`src/rtl/ysyx_25020037_axi_rd_slave_pkg.sv`:
```
// Shared definitions for the AXI read responder: response and burst codes
// plus the state encoding of the read-channel FSM.
package ysyx_25020037_axi_rd_slave_pkg;

  localparam logic [1:0] AXI_RESP_OKAY   = 2'd0;
  localparam logic [1:0] AXI_RESP_SLVERR = 2'd2;
  localparam logic [1:0] AXI_RESP_DECERR = 2'd3;

  localparam logic [1:0] AXI_BURST_FIXED = 2'd0;
  localparam logic [1:0] AXI_BURST_INCR  = 2'd1;

  typedef enum logic [1:0] {
    ST_IDLE  = 2'd0,
    ST_ISSUE = 2'd1,
    ST_WAIT  = 2'd2,
    ST_RESP  = 2'd3
  } rd_state_e;

endpackage

```
`src/rtl/ysyx_25020037_axi_addr_gen.sv`:
```
// Beat address generator: holds the current beat address with the latched
// size/burst, steps it between beats and flags illegal or unmapped beats.
module ysyx_25020037_axi_addr_gen
  import ysyx_25020037_axi_rd_slave_pkg::*;
#(
  parameter logic [31:0] BASE_ADDR = 32'h3000_0000,
  parameter int          MEM_AW    = 16
) (
  input  logic              clk,
  input  logic              rst_n,
  input  logic              load,
  input  logic [31:0]       ld_addr,
  input  logic [2:0]        ld_size,
  input  logic [1:0]        ld_burst,
  input  logic              advance,
  output logic [MEM_AW-1:0] word_idx,
  output logic              slv_err,
  output logic              dec_err
);

  // Region size is computed one bit wider so a region spanning the whole
  // 32-bit space does not overflow.
  localparam logic [32:0] REGION_BYTES = 33'd4 << MEM_AW;

  logic [31:0] addr_q;
  logic [2:0]  size_q;
  logic [1:0]  burst_q;
  logic [31:0] next_addr;
  logic [31:0] offset;
  logic        in_range;

  // Latch the request on AR handshake, step the address between beats.
  // NOTE: these datapath registers are reset even though the FSM would mask
  // stale values; a mid-burst reset must leave no old address or burst type
  // behind to leak into error flags. Sequential state uses <= only, so every
  // register samples pre-edge values regardless of statement order.
  always_ff @(posedge clk or negedge rst_n) begin
    if (!rst_n) begin
      addr_q  <= '0;
      size_q  <= '0;
      burst_q <= '0;
    end else if (load) begin
      addr_q  <= ld_addr;
      size_q  <= ld_size;
      burst_q <= ld_burst;
    end else if (advance) begin
      addr_q  <= next_addr;
    end
  end

  // INCR wraps modulo 2^32; FIXED and unsupported bursts hold the address
  // (unsupported bursts answer SLVERR on every beat anyway).
  assign next_addr = (burst_q == AXI_BURST_INCR) ? addr_q + (32'd1 << size_q) : addr_q;

  // Sub-word and unaligned addresses floor to the containing word.
  assign offset   = addr_q - BASE_ADDR;
  assign in_range = (addr_q >= BASE_ADDR) && ({1'b0, offset} < REGION_BYTES);
  assign word_idx = offset[MEM_AW+1:2];

  assign slv_err = (size_q > 3'd2) || burst_q[1];
  assign dec_err = !in_range;

endmodule

```
`src/rtl/ysyx_25020037_axi_rd_slave.sv`:
```
// AXI4 read-channel responder in front of a fixed-latency word memory.
// One transaction at a time; every beat costs ISSUE + MEM_LAT + RESP cycles.
module ysyx_25020037_axi_rd_slave
  import ysyx_25020037_axi_rd_slave_pkg::*;
#(
  parameter logic [31:0] BASE_ADDR = 32'h3000_0000,
  parameter int          MEM_AW    = 16,
  parameter int          MEM_LAT   = 1
) (
  input  logic              clk,
  input  logic              rst_n,
  input  logic              arvalid,
  output logic              arready,
  input  logic [31:0]       araddr,
  input  logic [3:0]        arid,
  input  logic [7:0]        arlen,
  input  logic [2:0]        arsize,
  input  logic [1:0]        arburst,
  output logic              rvalid,
  input  logic              rready,
  output logic [31:0]       rdata,
  output logic [1:0]        rresp,
  output logic              rlast,
  output logic [3:0]        rid,
  output logic              mem_ren,
  output logic [MEM_AW-1:0] mem_raddr,
  input  logic [31:0]       mem_rdata
);

  localparam int             LAT_W    = (MEM_LAT > 1) ? $clog2(MEM_LAT) : 1;
  localparam logic [LAT_W-1:0] LAT_INIT = LAT_W'(MEM_LAT - 1);

  rd_state_e         state_q, state_d;
  logic [7:0]        len_q;
  logic [7:0]        beat_cnt_q;
  logic [LAT_W-1:0]  lat_cnt_q;
  logic              ar_hs, r_hs;
  logic              advance;
  logic              slv_err, dec_err;
  logic [1:0]        beat_resp;
  logic              beat_ok;
  logic              beat_last;

  assign ar_hs     = arvalid & arready;
  assign r_hs      = rvalid & rready;
  assign beat_last = (beat_cnt_q == len_q);
  assign beat_resp = slv_err ? AXI_RESP_SLVERR :
                     dec_err ? AXI_RESP_DECERR : AXI_RESP_OKAY;
  assign beat_ok   = (beat_resp == AXI_RESP_OKAY);

  ysyx_25020037_axi_addr_gen #(
    .BASE_ADDR (BASE_ADDR),
    .MEM_AW    (MEM_AW)
  ) u_addr_gen (
    .clk      (clk),
    .rst_n    (rst_n),
    .load     (ar_hs),
    .ld_addr  (araddr),
    .ld_size  (arsize),
    .ld_burst (arburst),
    .advance  (advance),
    .word_idx (mem_raddr),
    .slv_err  (slv_err),
    .dec_err  (dec_err)
  );

  // FSM state register.
  always_ff @(posedge clk or negedge rst_n) begin
    if (!rst_n) state_q <= ST_IDLE;
    else        state_q <= state_d;
  end

  // Next-state logic plus the memory strobe and address-advance pulse.
  // NOTE: every output of this block gets a default before the case, so no
  // path leaves a signal unassigned and no latch is inferred.
  always_comb begin
    state_d = state_q;
    mem_ren = 1'b0;
    advance = 1'b0;
    unique case (state_q)
      ST_IDLE:  if (ar_hs) state_d = ST_ISSUE;
      ST_ISSUE: begin
        mem_ren = beat_ok;
        state_d = ST_WAIT;
      end
      ST_WAIT:  if (lat_cnt_q == '0) state_d = ST_RESP;
      ST_RESP: begin
        if (r_hs) begin
          if (rlast) begin
            state_d = ST_IDLE;
          end else begin
            advance = 1'b1;
            state_d = ST_ISSUE;
          end
        end
      end
      default:  state_d = ST_IDLE;
    endcase
  end

  // AR side: registered arready follows the next state, request fields latched.
  always_ff @(posedge clk or negedge rst_n) begin
    if (!rst_n) begin
      arready <= 1'b0;
      rid     <= '0;
      len_q   <= '0;
    end else begin
      arready <= (state_d == ST_IDLE);
      if (ar_hs) begin
        rid   <= arid;
        len_q <= arlen;
      end
    end
  end

  // Beat and latency counters.
  always_ff @(posedge clk or negedge rst_n) begin
    if (!rst_n) begin
      beat_cnt_q <= '0;
      lat_cnt_q  <= '0;
    end else begin
      if (ar_hs) beat_cnt_q <= '0;
      else if (advance) beat_cnt_q <= beat_cnt_q + 8'd1;

      if (state_q == ST_ISSUE) lat_cnt_q <= LAT_INIT;
      else if (state_q == ST_WAIT && lat_cnt_q != '0) lat_cnt_q <= lat_cnt_q - LAT_W'(1);
    end
  end

  // R channel registers: loaded when the memory word is due, held until accepted.
  always_ff @(posedge clk or negedge rst_n) begin
    if (!rst_n) begin
      rvalid <= 1'b0;
      rdata  <= '0;
      rresp  <= AXI_RESP_OKAY;
      rlast  <= 1'b0;
    end else if (state_q == ST_WAIT && lat_cnt_q == '0) begin
      rvalid <= 1'b1;
      rdata  <= beat_ok ? mem_rdata : 32'd0;
      rresp  <= beat_resp;
      rlast  <= beat_last;
    end else if (state_q == ST_RESP && r_hs) begin
      rvalid <= 1'b0;
      rlast  <= 1'b0;
    end
  end

endmodule
```
`config.mk`:
```
export PLATFORM = sky130hd
export DESIGN_NAME = ysyx_25020037_axi_rd_slave
export DESIGN_NICKNAME = d
export VERILOG_FILES = /design/src/rtl/ysyx_25020037_axi_rd_slave_pkg.sv /design/src/rtl/ysyx_25020037_axi_addr_gen.sv /design/src/rtl/ysyx_25020037_axi_rd_slave.sv
export SDC_FILE = /design/constraint.sdc
export NUM_CORES = 1
export LEC_CHECK = 0
export BUFFER_PORTS_ARGS = -buffer_cell sky130_fd_sc_hd__buf_2
export CORE_ASPECT_RATIO = 0.6
export CORE_UTILIZATION = 43
export CTS_CLUSTER_SIZE = 40
export DETAILED_ROUTE_END_ITERATION = 16
export GPL_TIMING_DRIVEN = 1
export PLACE_DENSITY = 0.68
export SYNTH_ARGS = -nofsm -noshare
export SYNTH_HDL_FRONTEND = slang
export SYNTH_SLANG_ARGS = --single-unit
```
`constraint.sdc`:
```
create_clock -name clk -period 3.8 [get_ports clk]
set_clock_uncertainty 0.1 [all_clocks]
set_input_delay 0.76 -clock clk [delete_from_list [all_inputs] [get_ports clk]]
set_output_delay 0.76 -clock clk [all_outputs]
set_load 0.05 [all_outputs]
```
==> results.sh, run 1 <==
export IMPL_synth_common_cells="165 x nand2_1, 97 x dfrtp_1, 48 x nand3_1, 33 x nor2_1, 28 x clkbuf_1"
export IMPL_cts_hold_buf=0
export IMPL_cp_required_ps=2940
export IMPL_coreArea_um2=11400
export IMPL_clock_root_buffer="clkbuf_16"
export IMPL_synth_cells=574
export IMPL_grt_pass1_wl_um=20900
export IMPL_path_max_fanout=4
export IMPL_power_leakage_nw=3.12
export IMPL_yosysSeqAreaShare_pct=48.1
export IMPL_htreeDepth=3
export IMPL_syn2layout_area_growth_pct=20.3
export IMPL_synth_edf_count=0
export IMPL_setup_viol=0
export IMPL_portBuffers=142
export IMPL_r2r_cells=8
export IMPL_clockBufferDepth=2
export IMPL_cts_sinks=97
export IMPL_finalHoldViolCount=0
export IMPL_synthFlopType="dfrtp_1"
export IMPL_cts_setup_buffers=0
export IMPL_cts_resized=0
export IMPL_vias_per_cell=5.06
export IMPL_yosysMostFrequentCell="nand2_1"
export IMPL_diodes=0
export IMPL_finalCritPeriodShare_pct=82.3
export IMPL_synth_area_top_cells="dfrtp_1 48%, nand2_1 12%, nand3_1 4.8%"
export IMPL_start_kind="flop"
export IMPL_rsz0062_at_grt="no"
export IMPL_nets=781
export IMPL_core_rowCount=30
export IMPL_fmax_mhz=320
export IMPL_antenna_found_initial=0
export IMPL_post_place_ws_ps=832
export IMPL_synth_nets=669
export IMPL_setup_ws_ps=672
export IMPL_grt_max_degree=49
export IMPL_end_kind="output port"
export IMPL_track_usage_pct=22.1
export IMPL_whs_ps=310
export IMPL_routedWlPerCell_um=15.0
export IMPL_min_path_type="in -> async"
export IMPL_async_flop_share_pct=100
export IMPL_final_cells=851
export IMPL_power_density_nw_per_um2=670
export IMPL_die_area_um2=12200
export IMPL_io_pins=143
export IMPL_start_util_pct=44.4
export IMPL_numCtsBuffers=9
export IMPL_yosysTopAreaCellShare_pct=48.1
export IMPL_drv_slew=0
export IMPL_gp_congestion=0.892
export IMPL_drtIter0Drc=290
export IMPL_cap_violations=0
export IMPL_grt_pass1_vias=4124
export IMPL_synth_area_leader_cell="dfrtp_1"
export IMPL_worst_setup_path_type="reg -> out"
export IMPL_clkTransAtPathRegs_ps=70
export IMPL_wl_um=12800
export IMPL_die_width_um=142
export IMPL_status="completed"
export IMPL_totalPowerFinal_mw=4.06
export IMPL_drc=0
export IMPL_die_y_um=85.9
export IMPL_ys_ff_latch=97
export IMPL_tns_ps=0
export IMPL_yosysUniqueCellTypes=46
export IMPL_route_vias_total=4305
export IMPL_cp_arrival_ps=2270
export IMPL_antenna_left=0
export IMPL_dp_cells=835
export IMPL_layout_drive_gt1_share_pct=25.2
export IMPL_dr_pass1_iters=4
export IMPL_clk_latency_ps=350
export IMPL_worst_pin_slew_ps=891
export IMPL_grt_overflow_total=0
export IMPL_post_dp_hpwl_um=9260
export IMPL_avgSynthCellArea_um2=8.79
export IMPL_synth_area_um2=5040
export IMPL_cts_tree="done"
export IMPL_peakVddDrop_v=0.000316
export IMPL_relSlewSlack_pct=40.6
export IMPL_min_period_ps=3130
export IMPL_ys_warn_count=0
kinds of logic after synthesis:
logic type,after synthesis,synth area share [%]
AOI/OAI and AO/OA,62,7.39
xor gates and xnor gates,42,7.29
adders and majority gates,10,2.63
buffers and inverters,54,5.73
DFF,97,48.1
muxes,1,0.198
and+or+nand+nor,308,28.6
critical path, stage by stage, from the launching register on:
cell and delay (ps):
dfrtp_1 420, nor4_1 370, nand4_1 310, nor4b_4 360, and3b_1 200, buf_2 260
layout make-up:
class / instances / area [um2]
clock buffers: 12 / 256
flip-flops and latches: 97 / 2430
well taps: 160 / 200
multi-input cells: 423 / 2340
fillers: 1083 / 5310
inverters: 6 / 22.5
clock inverters: 4 / 51.3
repair buffers: 149 / 766
routing by layer:
| layer | share of wire, % | track usage [%] | up-vias | wire length [um] |
|---|---|---|---|---|
| li1 | - | - | 2126 | - |
| met1 | 51 | 33.1 | 2036 | 6510 |
| met2 | 42 | 30.8 | 126 | 5350 |
| met3 | 6.0 | 6.03 | 17 | 773 |
| met4 | 1.3 | 6.65 | 0 | 162 |
| met5 | 0 | 0 | - | 0 |
cell usage in the layout (no fill, tap or decap), drive strengths merged, types with 4 or more instances in the layout:
master / synthesis / routed
nand3: 50 / 50
nor3b: 4 / 4
o21ai: 26 / 26
xnor2: 25 / 25
and2: 5 / 5
dfrtp: 97 / 97
nor3: 10 / 10
and3: 6 / 6
inv: 6 / 6
a31oi: 6 / 6
ha: 9 / 9
xor2: 17 / 17
and3b: 4 / 4
clkbuf: 28 / 12
nor4: 6 / 6
buf: 20 / 149
nand4: 12 / 12
nand2: 165 / 165
nor2: 33 / 33
a21oi: 17 / 17
sequential cells by signal, indices dropped and copies added, names as in the netlist:
signal	cells
u_addr_gen.size_q	3
lat_cnt_q	1
len_q	8
rvalid	1
u_addr_gen.addr_q	32
rresp	2
rid	4
state_q	2
arready	1
rdata	32
u_addr_gen.burst_q	2
beat_cnt_q	8
rlast	1
power by group:
part | total (mW) | leakage (nW) | internal [mW] | switching (mW)
sequential | 1.66 | 1.28 | 1.31 | 0.347
combinational | 1.46 | 1.69 | 0.495 | 0.961
clock | 0.947 | 0.149 | 0.547 | 0.400
total | 4.06 | 3.12 | 2.36 | 1.71
path summary, 6_finish.rpt:
kind	start	endpoint	slack, ps
max in group asynchronous	rst_n	state_q[1]$_DFF_PN0_	2410
min	rst_n	u_addr_gen.addr_q[11]$_DFFE_PN0P_	310
min reg2reg	rdata[3]$_DFFE_PN0P_	rdata[3]$_DFFE_PN0P_	360
min in group clk	rdata[3]$_DFFE_PN0P_	rdata[3]$_DFFE_PN0P_	360
max	u_addr_gen.addr_q[26]$_DFFE_PN0P_	mem_ren	670
max reg2reg	u_addr_gen.size_q[2]$_DFFE_PN0P_	u_addr_gen.addr_q[29]$_DFFE_PN0P_	750
metrics by stage:
stage / utilization (%) / area [um2]
floorplan: - / 5040
global placement: 50.6 / 5760
detailed placement: 50.6 / 5760
CTS: 53.3 / 6070
global route: 53.3 / 6070
finish: 53.3 / 6070
(Power assumes the default switching activity.)
==> run 2, diff against run 1 <==
- ABC_AREA: default -> 1
- PLACE_DENSITY: 0.68 -> 0.67
- clock period: 3.8 -> 3 ns (I/O delays scaled with it)
==> run 2 against run 1 <==
- worst hold slack got worse by 160 ps
- setup slack got worse by 380 ps
- via count is 21% higher
- sequential share of layout area down 4.0 points
- critical path type unchanged
==> results.sh, run 2 <==
export IMPL_min_path_type="in -> async"
export IMPL_cap_violations=0
export IMPL_yosysMostFrequentCell="nand2_1"
export IMPL_synth_area_leader_cell="dfrtp_1"
export IMPL_yosysSeqAreaShare_pct=42.2
export IMPL_track_usage_pct=22.8
export IMPL_rr_startpoint="u_addr_gen.size_q[0]$_DFFE_PN0P_"
export IMPL_grt_max_degree=58
export IMPL_cts_tree="done"
export IMPL_end_kind="output port"
export IMPL_drt_met1_wl_um=7800
export IMPL_routed_wl_met3_um=1120
export IMPL_yosysTopAreaCellShare_pct=42.2
export IMPL_peakVddDrop_v=0.000463
export IMPL_layout_commonest_cell="nand2_1"
export IMPL_cts_sinks=97
export IMPL_cp_required_ps=2300
export IMPL_relSlewSlack_pct=61.3
export IMPL_antenna_found_initial=0
export IMPL_final_cells=1055
export IMPL_grt_pass1_vias=4773
export IMPL_vias_per_cell=4.93
export IMPL_min_period_ps=2710
export IMPL_power_leakage_nw=3.64
export IMPL_route_vias_total=5202
export IMPL_core_rowCount=32
export IMPL_post_dp_hpwl_um=11100
export IMPL_synth_area_um2=5750
export IMPL_clkTransAtPathRegs_ps=70
export IMPL_drtIter0Drc=406
export IMPL_dr_pass1_iters=5
export IMPL_cts_hold_buf=0
export IMPL_clk_latency_ps=350
export IMPL_setup_ws_ps=295
export IMPL_ys_warn_count=0
export IMPL_drv_slew=0
export IMPL_crit_end="mem_ren"
export IMPL_rsz0062_at_grt="no"
export IMPL_cp_arrival_ps=2010
export IMPL_tns_ps=0
export IMPL_syn2layout_area_growth_pct=17.2
export IMPL_nets=975
export IMPL_portBuffers=142
export IMPL_r2r_end="u_addr_gen.addr_q[26]$_DFFE_PN0P_"
export IMPL_top_layer="met4"
export IMPL_finalCritPeriodShare_pct=90.2
export IMPL_drc=0
export IMPL_layout_common_cells="238 x nand2_1, 141 x buf_2, 105 x inv_1"
export IMPL_numCtsBuffers=9
export IMPL_yosysUniqueCellTypes=45
export IMPL_gp_congestion=0.974
export IMPL_synth_common_cells="238 x nand2_1, 106 x inv_1, 97 x dfrtp_1, 53 x nor2_1, 49 x nand3_1"
export IMPL_avgSynthCellArea_um2=7.58
export IMPL_status="completed"
export IMPL_grt_pass1_wl_um=24500
export IMPL_die_width_um=151
export IMPL_reg_top3="rdata (32), u_addr_gen.addr_q (32)"
export IMPL_io_pins=143
export IMPL_finalHoldViolCount=0
export IMPL_htreeDepth=3
export IMPL_grt_overflow_total=0
export IMPL_setup_viol=0
export IMPL_finalCoreUtilization_pct=52.1
export IMPL_fmax_mhz=370
export IMPL_clock_root_buffer="clkbuf_16"
export IMPL_stdcell_area_um2=6740
export IMPL_route_met2_wl_um=5890
export IMPL_place_area_um2=6460
export IMPL_antenna_left=0
export IMPL_die_area_um2=13900
export IMPL_routedWlPerCell_um=14.1
export IMPL_reg2reg_setup_slack_ps=500
export IMPL_synth_area_top_cells="dfrtp_1 42%, nand2_1 16%, inv_1 6.9%"
export IMPL_ys_ff_latch=97
export IMPL_coreArea_um2=12900
export IMPL_power_density_nw_per_um2=854
export IMPL_synthFlopType="dfrtp_1"
export IMPL_start_util_pct=44.5
export IMPL_r2r_cells=13
export IMPL_post_place_ws_ps=579
export IMPL_dp_cells=1039
export IMPL_diodes=0
export IMPL_synth_edf_count=0
export IMPL_crit_start="u_addr_gen.addr_q[18]$_DFFE_PN0P_"
export IMPL_path_max_fanout=4
export IMPL_cts_resized=0
export IMPL_worst_setup_path_type="reg -> out"
export IMPL_clockBufferDepth=2
export IMPL_start_kind="flop"
export IMPL_synth_nets=853
export IMPL_wl_um=14900
export IMPL_cts_setup_buffers=0
export IMPL_async_flop_share_pct=100
export IMPL_synth_cells=758
export IMPL_die_y_um=91.6
export IMPL_layout_drive_gt1_share_pct=24.2
export IMPL_worst_pin_slew_ps=581
[run 2: cell types whose count changed in the layout (fill, tap and decap cells not counted), moves of 9 or more]
cell     delta
inv_1      +99
nand2_1    +73
nor2_1     +20
nor3_1      +9
o21ai_0    +13
o21ai_2    +31
xnor2_1    -22
[run 2: worst min-delay path by stage]
stage,from,end,slack (ps),depth (start not counted)
6_report,rst_n,u_addr_gen.addr_q[16]$_DFFE_PN0P_,150,1
4_1_cts,rst_n,u_addr_gen.addr_q[16]$_DFFE_PN0P_,170,1
2_1_floorplan,rst_n,arready$_DFF_PN0_,200,0
3_5_place_dp,rid[2]$_DFFE_PN0P_,rid[2]$_DFFE_PN0P_,360,2
5_1_grt,rst_n,u_addr_gen.addr_q[16]$_DFFE_PN0P_,180,1
3_3_place_gp,rdata[16]$_DFFE_PN0P_,rdata[16]$_DFFE_PN0P_,360,2
[run 2: per-stage QoR]
step / total power, mW / hold WS, ps
final: 5.75 / 149
after global routing: 6.20 / 184
after CTS: 5.78 / 165
after detailed placement: 4.65 / 361
after global placement: 4.64 / 361
after floorplan: 4.12 / 204
[run 2: cells by family after synthesis]
group,synth area share (%)
AND/OR/NAND/NOR,30.4
buffers and inverters,11.8
flip-flops,42.2
AO/OA/AOI/OAI,11.0
XOR/XNOR,2.29
adder cells (fa/ha/maj),2.31
[run 2: report_power, final]
group          switching (mW)  total [mW]  internal [mW]
Combinational            1.78        2.56          0.781
Clock                   0.538        1.11          0.574
Sequential              0.404        2.08           1.68
[run 2: area by class of cell]
cell class                      count  area [um2]
Tap cell                          170         213
Fill cell                        1320        6200
Inverter                          109         409
Clock inverter                      6        51.3
Clock buffer                       10         229
Timing Repair Buffer              147         763
Sequential cell                    97        2430
Multi-Input combinational cell    516        2640
[run 2: critical path: stages (launching register included)]
cell	delay [ps]
dfrtp_1	410
inv_1	140
nand4_1	190
nor4_1	340
nand4_1	190
nor2_1	120
buf_2	270
[run 2: routing by layer]
layer  global-route usage [%]  vias to the layer above
met1                     36.2                     2353
met4                     3.75                        0
met2                     31.2                      205
met3                     5.08                       10
met5                        0                        -
li1                         -                     2634
==> run 3, diff against run 2 <==
--- a/config.mk
+++ b/config.mk
@@ -7,5 +7,5 @@
 export LEC_CHECK = 0
 export ABC_AREA = 1
-export BUFFER_PORTS_ARGS = -buffer_cell sky130_fd_sc_hd__buf_2
+export BUFFER_PORTS_ARGS = -buffer_cell sky130_fd_sc_hd__buf_4
 export CORE_ASPECT_RATIO = 0.6
 export CORE_UTILIZATION = 43
==> constraint.sdc (replaced) <==
create_clock -name clk -period 3 [get_ports clk]
set_clock_uncertainty 0.1 [all_clocks]
set_input_delay 0.75 -clock clk [delete_from_list [all_inputs] [get_ports clk]]
set_output_delay 0.75 -clock clk [all_outputs]
set_load 0.05 [all_outputs]
==> run 3 against run 2 <==
- setup slack got worse by 160 ps
- non-clock buffer count up 2
- register-to-register slack gained 100 ps
- final cell count is essentially flat
- first-iteration DRC count fell by 21%
- die area unchanged
- critical endpoint unchanged
- largest cell class unchanged
==> results.sh, run 3 (synthesis gave the netlist of run 2 again) <==
export IMPL_finalCoreUtilization_pct=55.4
export IMPL_rsz0062_at_grt="no"
export IMPL_die_y_um=91.6
export IMPL_wl_um=14700
export IMPL_vias_per_cell=4.83
export IMPL_finalCritPeriodShare_pct=95.5
export IMPL_cp_common_cell="nand4_1"
export IMPL_finalHoldViolCount=0
export IMPL_die_width_um=151
export IMPL_relSlewSlack_pct=59.0
export IMPL_layout_drive_gt1_share_pct=24.4
export IMPL_nets=977
export IMPL_layout_commonest_cell="nand2_1"
export IMPL_cap_violations=0
export IMPL_route_vias_total=5103
export IMPL_coreArea_um2=12900
export IMPL_syn2layout_area_growth_pct=24.6
export IMPL_clockBufferDepth=2
export IMPL_min_period_ps=2870
export IMPL_cp_required_ps=2150
export IMPL_track_usage_pct=22.5
export IMPL_power_leakage_nw=3.76
export IMPL_cts_setup_buffers=0
export IMPL_drv_slew=0
export IMPL_grt_max_degree=56
export IMPL_min_path_type="in -> async"
export IMPL_gp_congestion=0.942
export IMPL_fmax_mhz=349
export IMPL_reg_top3="rdata (32), u_addr_gen.addr_q (32)"
export IMPL_cp_arrival_ps=2020
export IMPL_routedWlPerCell_um=13.9
export IMPL_cts_sinks=97
export IMPL_status="completed"
export IMPL_path_max_fanout=4
export IMPL_worstPathCellList="inv_1 -> nand4_1 -> nor4_1 -> nand4_1 -> nor2_1 -> buf_4"
export IMPL_slowest_stage="dfrtp_1"
export IMPL_worst_pin_slew_ps=615
export IMPL_cts_resized=0
export IMPL_start_util_pct=44.5
export IMPL_portBuffers=142
export IMPL_start_kind="flop"
export IMPL_worst_setup_path_type="reg -> out"
export IMPL_stdcell_area_um2=7160
export IMPL_numCtsBuffers=9
export IMPL_cts_tree="done"
export IMPL_tns_ps=0
export IMPL_clk_latency_ps=340
export IMPL_die_area_um2=13900
export IMPL_grt_pass1_vias=4585
export IMPL_power_density_nw_per_um2=849
export IMPL_dr_pass1_iters=5
export IMPL_peakVddDrop_v=0.000406
export IMPL_setup_viol=0
export IMPL_post_dp_hpwl_um=11100
export IMPL_antenna_found_initial=0
export IMPL_grt_overflow_total=0
export IMPL_io_pins=143
export IMPL_drc=0
export IMPL_htreeDepth=3
export IMPL_totalPowerFinal_mw=6.08
export IMPL_core_rowCount=32
export IMPL_slowest_delay_ps=400
export IMPL_end_kind="output port"
export IMPL_clock_root_buffer="clkbuf_16"
export IMPL_place_area_um2=6820
export IMPL_layout_common_cells="238 x nand2_1, 148 x buf_4, 105 x inv_1"
export IMPL_cts_hold_buf=0
export IMPL_final_fill_count=1229
export IMPL_grt_pass1_wl_um=24000
export IMPL_drtIter0Drc=322
export IMPL_diodes=0
export IMPL_clkTransAtPathRegs_ps=70
export IMPL_antenna_left=0
==> run 3: cell count changes in the layout (fill, tap and decap cells not counted), sizes merged <==
cell,delta
clkinvlp,-3
bufinv,+3
clkbuf,-1
buf,+2
==> run 3: path summary, 6_finish.rpt <==
check	from	endpoint	slack [ps]	cells past startpoint
setup / recovery	u_addr_gen.addr_q[18]$_DFFE_PN0P_	mem_ren	130	6
hold / removal	rst_n	u_addr_gen.addr_q[31]$_DFFE_PN0P_	310	1
setup reg to reg	u_addr_gen.size_q[0]$_DFFE_PN0P_	u_addr_gen.addr_q[25]$_DFFE_PN0P_	600	13
hold reg to reg	rdata[24]$_DFFE_PN0P_	rdata[24]$_DFFE_PN0P_	380	2
max in group asynchronous	rst_n	u_addr_gen.addr_q[9]$_DFFE_PN0P_	1790	2
min in group clk	rdata[24]$_DFFE_PN0P_	rdata[24]$_DFFE_PN0P_	380	2
==> run 3: power by group <==
part / internal (mW) / switching (mW) / total [mW] / leakage [nW]
Clock: 0.816 / 0.524 / 1.34 / 0.166
Sequential: 1.68 / 0.408 / 2.09 / 1.26
Combinational: 0.892 / 1.76 / 2.65 / 2.34
Total: 3.39 / 2.69 / 6.08 / 3.76
==> run 3: routing by layer <==
metal  share of wire (%)  up-vias  global-route usage (%)
met5                   0        -                       0
met4                0.61        0                    3.92
met3                 7.5       10                    5.18
met2                  39      175                    29.8
met1                  53     2293                    36.4
li1                    -     2625                       -
==> run 3: per-stage QoR <==
stage / cells / setup WS, ps / hold WS [ps]
finish: 1056 / 135 / 309
global route: 1056 / 20.2 / 356
CTS: 1056 / 144 / 332
detailed placement: 1041 / 531 / 369
global placement: 1041 / 403 / 368
floorplan: 758 / 552 / 354
==> run 3: final cells by class <==
class	count	area (um2)	area share (%)
clock buffer	9	225	3.14
clock inverter	6	113	1.57
inverter	109	409	5.71
multi-input combinational	516	2640	36.9
sequential	97	2430	33.9
tap	170	213	2.97
timing repair buffer	149	1130	15.8
==> run 3: worst max-delay path, delay by kind of cell, from the launching register on <==
kind	cells	cell delay, ps
DFF	1	400
and+or+nand+nor	4	910
buffers and inverters	2	350
